<file path="src/rtl/mux_rr_sel_arbiter.sv">
// Round-robin arbiter that drives the 2-bit select of a 4:1 data mux.
// A winner holds the select for a burst of BEATS accepted beats. The arbiter
// then spends one IDLE cycle and rotates priority past the source it just served.
// All outputs are registered, so req and out_ready never reach an output
// combinationally.
module mux_rr_sel_arbiter #(
    parameter int BEATS = 4,
    parameter int CW    = 4
) (
    input  logic          clk,
    input  logic          rst_n,
    input  logic [3:0]    req,
    input  logic          out_ready,
    output logic [1:0]    sel,
    output logic [3:0]    gnt,
    output logic          out_valid,
    output logic [CW-1:0] beat_cnt
);

    typedef enum logic {
        IDLE  = 1'b0,
        GRANT = 1'b1
    } state_t;

    // Counter value at which one more accepted beat ends the burst.
    localparam logic [CW-1:0] LAST_BEAT = CW'(BEATS - 1);

    state_t     state;
    logic [1:0] last;

    // First requesting source searching upward from ptr+1 with modulo-4 wrap.
    // The search is only used when r is nonzero, so the ptr fallback is never
    // selected in practice.
    function automatic logic [1:0] rr_pick(input logic [3:0] r, input logic [1:0] ptr);
        logic [1:0] idx;
        logic       found;
        rr_pick = ptr;
        found   = 1'b0;
        for (int k = 1; k <= 4; k++) begin
            idx = ptr + 2'(k);
            if (!found && r[idx]) begin
                rr_pick = idx;
                found   = 1'b1;
            end
        end
    endfunction

    // Binary source index to one-hot grant vector.
    function automatic logic [3:0] onehot(input logic [1:0] idx);
        onehot = 4'b0001 << idx;
    endfunction

    // Arbitration FSM. It owns the state, the priority pointer and every output.
    always_ff @(posedge clk) begin
        if (!rst_n) begin
            state     <= IDLE;
            last      <= 2'd3;
            sel       <= 2'd0;
            gnt       <= 4'b0000;
            out_valid <= 1'b0;
            beat_cnt  <= '0;
        end else begin
            case (state)
                IDLE: begin
                    // sel keeps its last value while nothing is granted.
                    if (req != 4'b0000) begin
                        sel       <= rr_pick(req, last);
                        gnt       <= onehot(rr_pick(req, last));
                        out_valid <= 1'b1;
                        beat_cnt  <= '0;
                        state     <= GRANT;
                    end
                end
                GRANT: begin
                    // The grant is committed: req is ignored until the next IDLE.
                    if (out_ready) begin
                        if (beat_cnt == LAST_BEAT) begin
                            last      <= sel;
                            beat_cnt  <= '0;
                            gnt       <= 4'b0000;
                            out_valid <= 1'b0;
                            state     <= IDLE;
                        end else begin
                            beat_cnt <= beat_cnt + 1'b1;
                        end
                    end
                end
                default: begin
                    state     <= IDLE;
                    gnt       <= 4'b0000;
                    out_valid <= 1'b0;
                    beat_cnt  <= '0;
                end
            endcase
        end
    end

endmodule

</file>
<file path="config.mk">
export PLATFORM = sky130hd
export DESIGN_NAME = mux_rr_sel_arbiter
export DESIGN_NICKNAME = d
export VERILOG_FILES = /design/src/rtl/mux_rr_sel_arbiter.sv
export SDC_FILE = /design/constraint.sdc
export NUM_CORES = 1
export LEC_CHECK = 0
export BUFFER_PORTS_ARGS = -buffer_cell sky130_fd_sc_hd__buf_2
export CAP_MARGIN = 20
export CORE_UTILIZATION = 50
export DETAILED_ROUTE_END_ITERATION = 7
export MAX_ROUTING_LAYER = met4
export PLACE_DENSITY = 0.73
export SLEW_MARGIN = 20
export SYNTH_ARGS = -nofsm -noshare
export SYNTH_HDL_FRONTEND = slang
export SYNTH_SLANG_ARGS = --single-unit
</file>
<file path="constraint.sdc">
create_clock -name clk -period 2 [get_ports clk]
set_input_delay 0.1 -clock clk [delete_from_list [all_inputs] [get_ports clk]]
set_output_delay 0.1 -clock clk [all_outputs]
set_load 0.01 [all_outputs]
</file>
# Word-level counts from Yosys, hierarchy flattened

Index checks and enable logic that the tools add are counted.
Widths: inputs -> output; s select.

Bits in registers: 14
Bits in latches: 0
RAM bits: 0
Bits in read-only memories: 0
Input port bits: 7
Output and inout port bits: 11
Word-level logic and storage cells: 74
Memories: 0

Add/subtract/negate cells: 4
Multipliers: 0
Div/mod/pow operators: 0
Magnitude comparators: 4
Equal/unequal tests: 4
Shift operators: 1
Muxes and demuxes: 43
Bitwise logic cells: 1
Reductions and logical operators: 11

Operator list:

| operator            | number |
|---|---|
| $mux 4              | 6 |
| $mux 1              | 22 |
| $pmux 4 s2          | 2 |
| $mux 2              | 7 |
| $lt 2x3->1 const B  | 4 |
| $bmux 1 s2          | 4 |
| $reduce_and 3->1    | 2 |
| $add 2x2->2 const B | 2 |
| $add 4x1->4 const B | 1 |
| $eq 4x2->1 const B  | 1 |
| $ne 2x2->1 const B  | 2 |
| $pmux 1 s2          | 2 |
| $reduce_and 2->1    | 2 |
| $reduce_bool 4->1   | 1 |
| $shl 1x2->4 const A | 1 |
| $logic_and 1x1->1   | 3 |
| $logic_not 1->1     | 3 |
| $add 2x1->2 const B | 1 |
| $ne 2x1->1 const B  | 1 |
| $not 1->1           | 1 |

# Depth between registers and ports, before layout

Depth in word-level cells: 28
Depth in mapped cells: 5
Mapped depth without buffers: 5

# Worst setup path before layout

Ideal clock, no wire load.

Path kind: register -> register
Start point: register beat_cnt[0]
End point: register last[0]
Library setup time: 0.118 ns
Arrival time: 1.281 ns
Required time: 1.882 ns
Path slack: 0.601 ns
Stages on the path, launching flop included: 6
Buffers on the path: 0
Period minus slack after synthesis: 1.399 ns
Path through: dfxtp_1 ha_1 nor3b_1 nand3_1 mux2i_1 nand2_1

Cells in the longest elaborated chain, start to end: 2

RTL lines:

| element                    | RTL line | source |
|---|---|---|
| start: declaration         | 17       | `output logic [CW-1:0] beat_cnt` |
| start signal: assignment   | 84       | `beat_cnt <= beat_cnt + 1'b1;` |
| $eq 4x2->1                 | 77       | `if (beat_cnt == LAST_BEAT) begin` |
| $reduce_and 3->1 (no line) | n/a      |  |
| end signal: assignment     | 78       | `last <= sel;` |
| end: declaration           | 29       | `logic [1:0] last;` |

Every way passes these cells.
A chain may end at the register's enable or synchronous reset.

# Worst setup path in the final report

Start point: register beat_cnt[0]
End point: register gnt[3]

Cells in the longest elaborated chain, start to end: 3

RTL lines:

| element                    | RTL line | source |
|---|---|---|
| $eq 4x2->1                 | 77       |  |
| $ne 2x1->1 (no line)       | n/a      |  |
| $reduce_and 3->1 (no line) | n/a      |  |
| end signal: assignment     | 68       | `gnt <= onehot(rr_pick(req, last));` |
| end: declaration           | 15       | `output logic [3:0] gnt,` |

Every way passes these cells.

==> results.yml <==
yosys:
  synth_top_family_by_area: "simple AND/OR/NAND/NOR gates"
  synth_nets: 88
  yosys.area.top_type: "dfxtp_1"
  synth_xor_area_share_pct: 0
  netlist_instances: 80
  syn_avg_cell_area_um2: 8.43
  yosys-mux-area-fraction_pct: 4.45
  yosysTopAreaCellShare_pct: 41.6
  ys_ff_latch: 14
  netlist_area_um2: 674
  synth_area_leaders: "dfxtp_1 42%, nand2_1 6.7%, mux2i_1 4.5%"
  synthAdderAreaFrac_pct: 1.86
  synth_compound_area_share_pct: 15.6
  yosys.area_share.simple_pct: 32.5
  synthDistinctLibCells: 29
  ys_seq_area_share_pct: 41.6
  synth_warnings: 0
clock_tree:
  cts_buffers: 3
  cts_setup_buffers: 0
  clk_path_buf_depth: 2
  cts.sinks: 14
  cts_max_level: 1
  tritoncts: "yes"
  root_buffer: "clkbuf_4"
  cts_resized: 0
  ctsHoldBuffers: 0
  clkTransAtPathRegs_ns: 0.09
  clk_latency_ns: 0.28
timing:
  fin_crit_sh_pct: 75.0
  finalSetupViolations: 0
  min_period_ns: 1.50
  rsz0062_at_grt: "false"
  fmax_mhz: 667
  drv_slew: 0
  hold_ws_ns: 0.117
  timing.setup.tns_ns: 0
  clock_skew_ns: 0.00181
  hold_violations: 0
  tightest_slew_ns: 0.392
  maxSlewHeadroom_pct: 73.7
  setup_ws_ns: 0.500
finish:
  final_cell_mix: "17 x buf_2, 14 x dfxtp_1, 12 x nand2_1"
  regArea_um2: 280
  fillers: 109
  utilization_pct: 66.2
  layout-drive-gt1-share_pct: 23.7
  multi_input_area_um2: 367
  mostFrequentLayoutCell: "buf_2"
  area_delta_synth_final_pct: 16.5
  diodes: 0
  final_cells: 111
  nets: 106
die:
  dieArea_um2: 1500
  start_util_pct: 56.9
  die_x_um: 38.7
  dieHeight_um: 38.7
  rows: 12
  core_area_um2: 1190
  ios: 18
global_route:
  grt_antenna_before_repair: 0
  grt_max_degree: 18
  grt_pass1_wl_um: 2170
  grtUsageTotal_pct: 22.2
  grt_pass1_vias: 519
  overflow: 0
placed_design:
  post-place-ws_ns: 0.513
  gp_congestion: 0.733
  post-dp-hpwl_um: 986
  port_buffers: 17
  dp.cells: 107
power:
  vdd_drop_max_mv: 0.464
  p_leak_nw: 0.354
  power_density_nw_per_um2: 723
  p_seq_share_pct: 52.3
  p_int_uw: 428
  comb_power_share_pct: 11.7
  p_sw_share_pct: 24.7
  p_clk_share_pct: 35.9
  netSwitchingPower_uw: 140
setup_path:
  crit_path_end_kind: "flop"
  r2r-end: "gnt[3]$_SDFFE_PN0P_"
  rrSetupSlack_ns: 0.50
  cp-start-kind: "flop"
  path_class: "reg -> reg"
  required_ns: 2.16
  r2r_cells: 5
  path_cells: "ha_1 > nor3b_1 > nand3_1 > nand2_2 > o22ai_1"
  arrival_ns: 1.66
  crit_slowest_cell: "dfxtp_1"
  critPathMaxFanout: 5
  r2r-start: "beat_cnt[0]$_SDFFE_PN0P_"
  critical-path-max-stage-delay_ns: 0.40
detailed_routing:
  dr.pass1.iters: 4
  route.antenna.remaining_nets: 0
  wire_per_inst_um: 11.9
  vias: 618
  drt_iter0_markers: 6
  drc_errors: 0
  finalWirelength_um: 1330
  viasPerCell: 5.57
run:
  drv_cap: 0
min_path:
  min_to: "beat_cnt[1]$_SDFFE_PN0P_"
  worstHoldPathCells: 3
  worstHoldStart: "out_ready"
  hold_class: "in -> reg"
run_status:
  outcome: "complete, no violations"
[critical path, delay by kind of cell, from the launching register on]
| kind | cells | cell delay (ns) |
|---|---|---|
| AOI/OAI and AO/OA | 1 | 0.09 |
| DFF | 1 | 0.40 |
| and+or+nand+nor | 3 | 0.69 |
| adders and majority gates | 1 | 0.20 |
[metal layers]
metal / track usage [%] / vias to the layer above / wire length, µm
met5: - / - / 0
li1: - / 323 / -
met3: 5.20 / 2 / 41
met2: 31.7 / 9 / 594
met4: 12.9 / 0 / 14
met1: 28.5 / 284 / 676
[through the flow]
step	instance area (µm²)	power, mW
6_report	786	0.568
5_1_grt	786	0.594
4_1_cts	786	0.572
3_5_place_dp	749	0.371
3_3_place_gp	749	0.370
2_1_floorplan	674	0.346
[Yosys cell counts]
| cell | instances |
|---|---|
| and3_1 | 1 |
| nor2_1 | 4 |
| or3_1 | 1 |
| nor2b_1 | 2 |
| ha_1 | 1 |
| buf_4 | 1 |
| mux2i_1 | 3 |
| buf_2 | 1 |
| dfxtp_1 | 14 |
| nand3_1 | 6 |
| nand2b_1 | 4 |
| nand2_2 | 1 |
| and3b_1 | 1 |
| nor3b_1 | 1 |
| clkbuf_1 | 1 |
| or2b_1 | 1 |
| o21ai_0 | 2 |
| nand2_1 | 12 |
| a31oi_1 | 3 |
| nor4_2 | 1 |
| buf_6 | 1 |
| or2_0 | 1 |
| nand3b_1 | 2 |
| o22ai_1 | 4 |
| nor3_1 | 3 |
| a21boi_1 | 2 |
| a21oi_1 | 4 |
| o32ai_1 | 1 |
| a21o_1 | 1 |
[flip-flops by register name (all words and copies together), names as in the netlist]
name / cells
sel: 2
last: 2
out_valid: 1
state: 1
beat_cnt: 4
gnt: 4
[layout make-up]
type,instances,area share [%]
repair buffers,17,10.8
clock buffers,4,4.62
flip-flops and latches,14,35.7
multi-input cells,62,46.7
well taps,14,2.23
[power groups by stage]
| stage | clock [mW] | sequential (mW) | combinational (mW) |
|---|---|---|---|
| after detailed placement | 0 | 0.304 | 0.0667 |
| final | 0.204 | 0.297 | 0.0667 |
| after floorplan | 0 | 0.308 | 0.0388 |
| after global routing | 0.222 | 0.299 | 0.0736 |
| after CTS | 0.208 | 0.297 | 0.0669 |
| after global placement | 0 | 0.304 | 0.0663 |
[worst max-delay path by stage]
stage,startpoint,to,depth (start not counted)
after floorplan,beat_cnt[0]$_SDFFE_PN0P_,last[0]$_SDFFE_PN1P_,5
after global placement,beat_cnt[0]$_SDFFE_PN0P_,last[1]$_SDFFE_PN1P_,5
after detailed placement,beat_cnt[0]$_SDFFE_PN0P_,gnt[3]$_SDFFE_PN0P_,5
after CTS,beat_cnt[0]$_SDFFE_PN0P_,last[1]$_SDFFE_PN1P_,5
after global routing,beat_cnt[0]$_SDFFE_PN0P_,last[1]$_SDFFE_PN1P_,5
final,beat_cnt[0]$_SDFFE_PN0P_,gnt[3]$_SDFFE_PN0P_,5
[kinds of logic (layout without fill, tap and decap cells)]
family / Yosys count / in the layout
buf+inv: 4 / 21
compound gates: 17 / 17
fa+ha+maj: 1 / 1
mux: 3 / 3
simple gates: 41 / 41
flops: 14 / 14
No activity file was read; power rests on OpenSTA's default activity.
